**src/rtl/xbar_config_loader.sv**
```systemverilog
// Crossbar config loader: streams select words into a shadow register,
// range-checks every field, then commits atomically to the crossbar.
//
// Ports:
//   clk            : clock, all state on rising edge
//   reset          : asynchronous, active-low reset
//   io_cfg_start   : 1-cycle pulse, opens a new load session (top priority)
//   io_cfg_valid   : io_cfg_data is valid
//   io_cfg_ready   : a word is accepted this cycle (combinational)
//   io_cfg_data    : config word, LSB-first ordering
//   io_cfg_busy    : session in progress (LOAD, CHECK or COMMIT)
//   io_cfg_done    : 1-cycle pulse, new config committed
//   io_cfg_err     : sticky, last session rejected
//   io_mux_configs : active select fields to the crossbar
module xbar_config_loader #(
    parameter int NUM_INS  = 27,
    parameter int NUM_OUTS = 36,
    parameter int SEL_W    = 5,
    parameter int WORD_W   = 16
) (
    input  logic                      clk,
    input  logic                      reset,
    input  logic                      io_cfg_start,
    input  logic                      io_cfg_valid,
    output logic                      io_cfg_ready,
    input  logic [WORD_W-1:0]         io_cfg_data,
    output logic                      io_cfg_busy,
    output logic                      io_cfg_done,
    output logic                      io_cfg_err,
    output logic [NUM_OUTS*SEL_W-1:0] io_mux_configs
);

    localparam int CFG_W     = NUM_OUTS * SEL_W;
    localparam int NUM_WORDS = (CFG_W + WORD_W - 1) / WORD_W;
    localparam int WC_W      = $clog2(NUM_WORDS + 1);
    localparam int FI_W      = $clog2(NUM_OUTS + 1);

    typedef enum logic [1:0] {
        S_IDLE,
        S_LOAD,
        S_CHECK,
        S_COMMIT
    } state_t;

    state_t             r_state;
    state_t             w_state_nxt;
    logic [CFG_W-1:0]   r_shadow;
    logic [CFG_W-1:0]   r_cfg;
    logic [WC_W-1:0]    r_wcnt;
    logic [FI_W-1:0]    r_fidx;
    logic               r_err;
    logic               r_done;
    logic               r_busy;

    logic               w_accept;
    logic               w_last_word;
    logic               w_last_field;
    logic               w_bad;
    logic [SEL_W-1:0]   w_field;
    logic [CFG_W-1:0]   w_shadow_wr;

    assign io_cfg_ready   = (r_state == S_LOAD) && !io_cfg_start;
    assign io_cfg_busy    = r_busy;
    assign io_cfg_done    = r_done;
    assign io_cfg_err     = r_err;
    assign io_mux_configs = r_cfg;

    assign w_accept     = io_cfg_ready && io_cfg_valid;
    assign w_last_word  = int'(r_wcnt) == NUM_WORDS - 1;
    assign w_last_field = int'(r_fidx) == NUM_OUTS - 1;
    assign w_bad        = int'(w_field) >= NUM_INS;

    // Word k lands at bit k*WORD_W; bits past CFG_W in the
    // final word have no destination and simply fall away.
    always_comb begin
        w_shadow_wr = r_shadow;
        for (int b = 0; b < CFG_W; b++) begin
            if ((b / WORD_W) == int'(r_wcnt)) begin
                w_shadow_wr[b] = io_cfg_data[b % WORD_W];
            end
        end
    end

    always_comb begin
        w_field = '0;
        for (int i = 0; i < NUM_OUTS; i++) begin
            if (int'(r_fidx) == i) begin
                w_field = r_shadow[i*SEL_W +: SEL_W];
            end
        end
    end

    always_comb begin
        w_state_nxt = r_state;
        if (io_cfg_start) begin
            w_state_nxt = S_LOAD;
        end else begin
            case (r_state)
                S_IDLE:   w_state_nxt = S_IDLE;
                S_LOAD: begin
                    if (w_accept && w_last_word) begin
                        w_state_nxt = S_CHECK;
                    end
                end
                S_CHECK: begin
                    if (w_bad) begin
                        w_state_nxt = S_IDLE;
                    end else if (w_last_field) begin
                        w_state_nxt = S_COMMIT;
                    end
                end
                S_COMMIT: w_state_nxt = S_IDLE;
                default:  w_state_nxt = S_IDLE;
            endcase
        end
    end

    always_ff @(posedge clk or negedge reset) begin
        if (!reset) begin
            r_state <= S_IDLE;
        end else begin
            r_state <= w_state_nxt;
        end
    end

    always_ff @(posedge clk or negedge reset) begin
        if (!reset) begin
            r_shadow <= '0;
            r_cfg    <= '0;
            r_wcnt   <= '0;
            r_fidx   <= '0;
            r_err    <= 1'b0;
            r_done   <= 1'b0;
            r_busy   <= 1'b0;
        end else begin
            r_done <= 1'b0;
            r_busy <= (w_state_nxt != S_IDLE);
            if (io_cfg_start) begin
                r_wcnt <= '0;
                r_fidx <= '0;
                r_err  <= 1'b0;
            end else begin
                case (r_state)
                    S_LOAD: begin
                        if (w_accept) begin
                            r_shadow <= w_shadow_wr;
                            r_wcnt   <= r_wcnt + WC_W'(1);
                        end
                    end
                    S_CHECK: begin
                        if (w_bad) begin
                            r_err <= 1'b1;
                        end else begin
                            r_fidx <= r_fidx + FI_W'(1);
                        end
                    end
                    S_COMMIT: begin
                        r_cfg  <= r_shadow;
                        r_done <= 1'b1;
                    end
                    default: ;
                endcase
            end
        end
    end

endmodule

```
**config.mk**
```make
export PLATFORM = sky130hd
export DESIGN_NAME = xbar_config_loader
export DESIGN_NICKNAME = d
export VERILOG_FILES = /design/src/rtl/xbar_config_loader.sv
export SDC_FILE = /design/constraint.sdc
export NUM_CORES = 1
export LEC_CHECK = 0
export BUFFER_PORTS_ARGS = -buffer_cell sky130_fd_sc_hd__buf_2
export CAP_MARGIN = 20
export CORE_MARGIN = 10
export CORE_UTILIZATION = 35
export CTS_CLUSTER_SIZE = 16
export DETAILED_ROUTE_END_ITERATION = 16
export PLACE_DENSITY = 0.58
export SLEW_MARGIN = 20
export SYNTH_ARGS = -nofsm -noshare
export SYNTH_HDL_FRONTEND = slang
export SYNTH_SLANG_ARGS = --single-unit
```
**constraint.sdc**
```tcl
create_clock -name clk -period 3.5 [get_ports clk]
set_input_delay 0.175 -clock clk [delete_from_list [all_inputs] [get_ports clk]]
set_output_delay 0.175 -clock clk [all_outputs]
set_load 0.01 [all_outputs]
```
==> results.md <==
| Group | Parameter | This run |
|---|---|---|
| status | Status | finished clean |
| critical path | CP Cell Sequence | inv_2 > ha_2 > buf_4 > nand2_2 > nor3_1 > or4_4 > a31oi_2 > o211ai_1 > buf_4 > a211o_1 > a2bb2oi_2 > o221a_4 > nor2_1 > mux2_1 |
| final layout | Fill cell total of the finished layout | 4642 |
| power | Power density of the placed cells | 538 mW/mm2 |
| timing | Final number of hold-violating endpoints | 0 |
| clock tree | Maximum root-to-sink buffer count | 3 |
| critical path | Worst setup path endpoint | r_fidx[3] |
| placed design | Setup WS pre-CTS | -0.193 ns |
| critical path | Worst endpoint data arrival time | 3.86 ns |
| critical path | Crit-path leading delay family | compound AO/OA/AOI/OAI gates |
| logic synthesis | Fraction of the yosys area taken by sequential cells | 55.8% |
| floorplanning | Chip height | 239 um |
| timing | Max transition margin | 34.8% |
| timing | Portion of the clock cycle consumed by the worst path in the final layout | 97.5% |
| critical path | Reg2reg path depth | 14 |
| logic synthesis | Cell area after synthesis | 0.0168 mm2 |
| power | Worst-case vdd ir drop | 0.000385 V |
| clock tree | TritonCTS clock tree | yes |
| drt | Remaining DRCs | 0 |
| clock tree | Clock Latency Late Sink | 0.57 ns |
| drt | Vias per inst | 5.19 |
| grt | Initial antenna violation count | 1 |
| critical path | Worst reg2reg endpoint | r_fidx[3] |
| final layout | Final Instance Area | 0.0211 mm2 |
| grt | Global-route wire length before repair | 90000 um |
| grt | Largest net degree at the start of global routing | 185 |
| final layout | Core occupancy in the finished layout | 44.2% |
| logic synthesis | Top_reg_cell synth | sky130_fd_sc_hd__dfrtp_1 |
| floorplanning | Number of primary I/O pins | 204 |
| clock tree | H-tree depth | 2 |
| clock tree | CTS Root Cell | sky130_fd_sc_hd__clkbuf_16 |
| critical path | Buffering stage count on the worst path with inverters included | 3 |
| logic synthesis | Synthesized area per cell | 10.1 um2 |
| logic synthesis | Register bit count reported by yosys | 375 |
| final layout | Commonest cells after routing, fill and taps aside | sky130_fd_sc_hd__nand2_1 (586), sky130_fd_sc_hd__dfrtp_1 (373), sky130_fd_sc_hd__buf_2 (202) |
| drt | Count of vias placed by the detailed router | 13600 |
| final layout | Share of layout cells above drive strength 1 | 33.6% |
| placed design | Hpwl dp | 43300 um |
| floorplanning | Floorplan row count | 80 |
| clock tree | Number of clock sinks | 375 |
| run | Max-cap violations | 0 |
| final layout | Post-layout instance count excluding filler cells | 2613 |
| timing | Worst hold-check slack | 0.249 ns |
| critical path | Startpoint type of the worst setup path | flip-flop |
| logic synthesis | Yosys warns | 0 |
| placed design | Total instance count after detailed placement | 2532 |
| final layout | Total Nets Final | 1993 |
| placed design | Final weighted congestion of routability-driven global placement | 0.947 |
| grt | Overall overflow remaining after global route | 0 |
| floorplanning | Die Area | 0.0573 mm2 |
| drt | Post-route ant nets | 0 |
| critical path | Critical Path Slowest Stage Cell | sky130_fd_sc_hd__or4_4 |
| logic synthesis | Fraction of synthesis flops using an asynchronous set or reset pin | 100% |
| floorplanning | Die extent in x | 239 um |
| logic synthesis | Biggest area contributors in the synthesized netlist | sky130_fd_sc_hd__dfrtp_1 (56%), sky130_fd_sc_hd__nand2_1 (13%), sky130_fd_sc_hd__mux2_2 (12%) |
| floorplanning | Initial core utilization | 35.3% |
| timing | Max Transition Viols Final | 0 |
| power | P_leak | 11.1 nW |
| grt | Number of global-route vias before repair | 14000 |
| timing | Worst Clk Skew | 0.0156 ns |
| critical path | Stage delay of the slowest cell on the critical path | 0.49 ns |
| timing | Min cycle time layout | 3.41 ns |
| clock tree | CTS buffer count | 41 |
| critical path | Origin of the worst setup path | r_fidx[0] |
| logic synthesis | Synth unique cells | 82 |
| min path | Hold crit path type | in -> reg |
| critical path | Req. time, crit path | 3.95 ns |
| logic synthesis | Dominant cell type by area after synthesis | sky130_fd_sc_hd__dfrtp_1 |
| drt | Average wire per standard cell | 22.9 um |
| drt | TritonRoute pass-1 iters | 5 |
| logic synthesis | Syn Nets | 1688 |
| timing | Slew @ Worst Pin | 0.977 ns |
| critical path | Cell repeated most along the worst path | sky130_fd_sc_hd__buf_4 |
| drt | Initial DRC count | 905 |
| critical path | Worst-case register-to-register setup slack | 0.09 ns |
| timing | Final setup violation count | 0 |
| grt | Gr usage total | 20.7% |
| timing | Peak Freq | 293 MHz |
| critical path | Crit Reg-Reg Startpoint | r_fidx[0] |
| timing | Worst path setup slack after routing | 0.0879 ns |
| final layout | Synthesis-to-finish area growth | 25.2% |
| floorplanning | Core footprint | 0.0476 mm2 |
| critical path | CP Capture Type | flip-flop |
| critical path | Critical path start-end classification | reg -> reg |
| critical path | Number of gates on the worst path with buffers counted | 14 |
| placed design | Count of input and output buffers | 203 |
| logic synthesis | Number of enable flip-flop cells after synthesis | 0 |
| placed design | DP Area | 0.0195 mm2 |
| logic synthesis | Number of instances in the synthesized netlist | 1660 |
| critical path | Critical path peak fanout | 5 |
| drt | Detailed-route wire length | 60000 um |
| clock tree | CTS clk-pin slew, worst paths | 0.06 ns |
| logic synthesis | Fraction of post-synthesis cell area in the top cell type by area | 55.8% |
| final layout | Commonest non-fill, non-tap cell in the layout | sky130_fd_sc_hd__nand2_1 |
## per-stage QoR
step	power (mW)	TNS (ns)
2_1_floorplan	6.21	0
3_3_place_gp	7.10	-0.302
3_5_place_dp	7.14	-1.53
4_1_cts	11.5	0
5_1_grt	11.8	-0.00742
6_report	11.3	0
## sequential cells by signal, indices dropped and copies added (netlist names)
register / cells
r_shadow: 180
r_wcnt: 4
io_cfg_err: 1
r_state: 2
io_cfg_done: 1
r_fidx: 6
io_cfg_busy: 1
io_mux_configs: 180
## cell families after synthesis
group / Yosys count / share of synthesized area [%]
simple gates: 792 / 20.5
xor+xnor: 3 / 0.156
buf+inv: 112 / 2.87
mux: 185 / 12.4
flops: 375 / 55.8
compound gates: 185 / 7.72
fa+ha+maj: 8 / 0.595
## layer usage
metal  GRT usage, %  wire length (um)  vias to the layer above
li1               -                 -                     6267
met1           27.3             26600                     6885
met2           34.7             28800                      332
met3           3.33              3130                       89
met4           5.88              1390                        0
met5              0                 0                        -
## worst register-to-register path: cells and delay by family, from the launching register on
family / cells / cell delay (ns)
compound gates: 5 / 1.08
simple gates: 4 / 0.85
flops: 1 / 0.42
buf+inv: 3 / 0.41
mux: 1 / 0.31
fa+ha+maj: 1 / 0.23
## cell type report
cell class | instances | area, um2 | area share (%)
flip-flops and latches | 375 | 9390 | 44.5
clock buffers | 61 | 1160 | 5.51
clock inverters | 13 | 158 | 0.748
well taps | 615 | 769 | 3.65
inverters | 13 | 55.1 | 0.261
diodes | 2 | 5.00 | 0.0237
repair buffers | 361 | 2360 | 11.2
multi-input cells | 1173 | 7190 | 34.1
## how the worst min path moves through the flow
stage | startpoint | to | slack, ns | depth (start not counted)
3_3_place_gp | reset | io_mux_configs[128] | 0.29 | 1
2_1_floorplan | reset | io_cfg_busy | -0.12 | 0
4_1_cts | io_cfg_data[15] | r_shadow[175] | 0.23 | 2
5_1_grt | io_cfg_data[3] | r_shadow[99] | 0.23 | 2
6_report | io_cfg_data[8] | r_shadow[168] | 0.25 | 2
3_5_place_dp | reset | io_mux_configs[128] | 0.30 | 1
## power breakdown
part / internal (mW) / switching (mW) / leakage (nW)
clock network: 2.47 / 1.80 / 0.642
logic: 0.686 / 0.840 / 5.32
registers: 4.95 / 0.588 / 5.10
total: 8.11 / 3.22 / 11.1
## synthesized netlist by cell type (all sizes together) (5+ instances only)
library cell,n
nand2,591
dfrtp,375
mux2,183
clkbuf,73
nor2,62
o21ai,38
a21oi,33
buf,26
nand3,23
nor3,18
a22oi,16
nor4,14
or3,13
inv,12
nor2b,11
o211ai,11
o22ai,10
nand2b,9
a211oi,8
and2,8
ha,8
a32oi,7
nor3b,7
a31oi,6
and3b,6
o32ai,6
a2111oi,5
nand3b,5
o2111ai,5
o221ai,5
## what timing repair did
item	in CTS	in global routing
pin swaps	1	1
hold buffers	3	0
setup buffers	0	2
resized for setup	15	39
endpoints found under the setup margin	10	10
endpoints found under the hold margin	103	0
(Power assumes the default switching activity.)
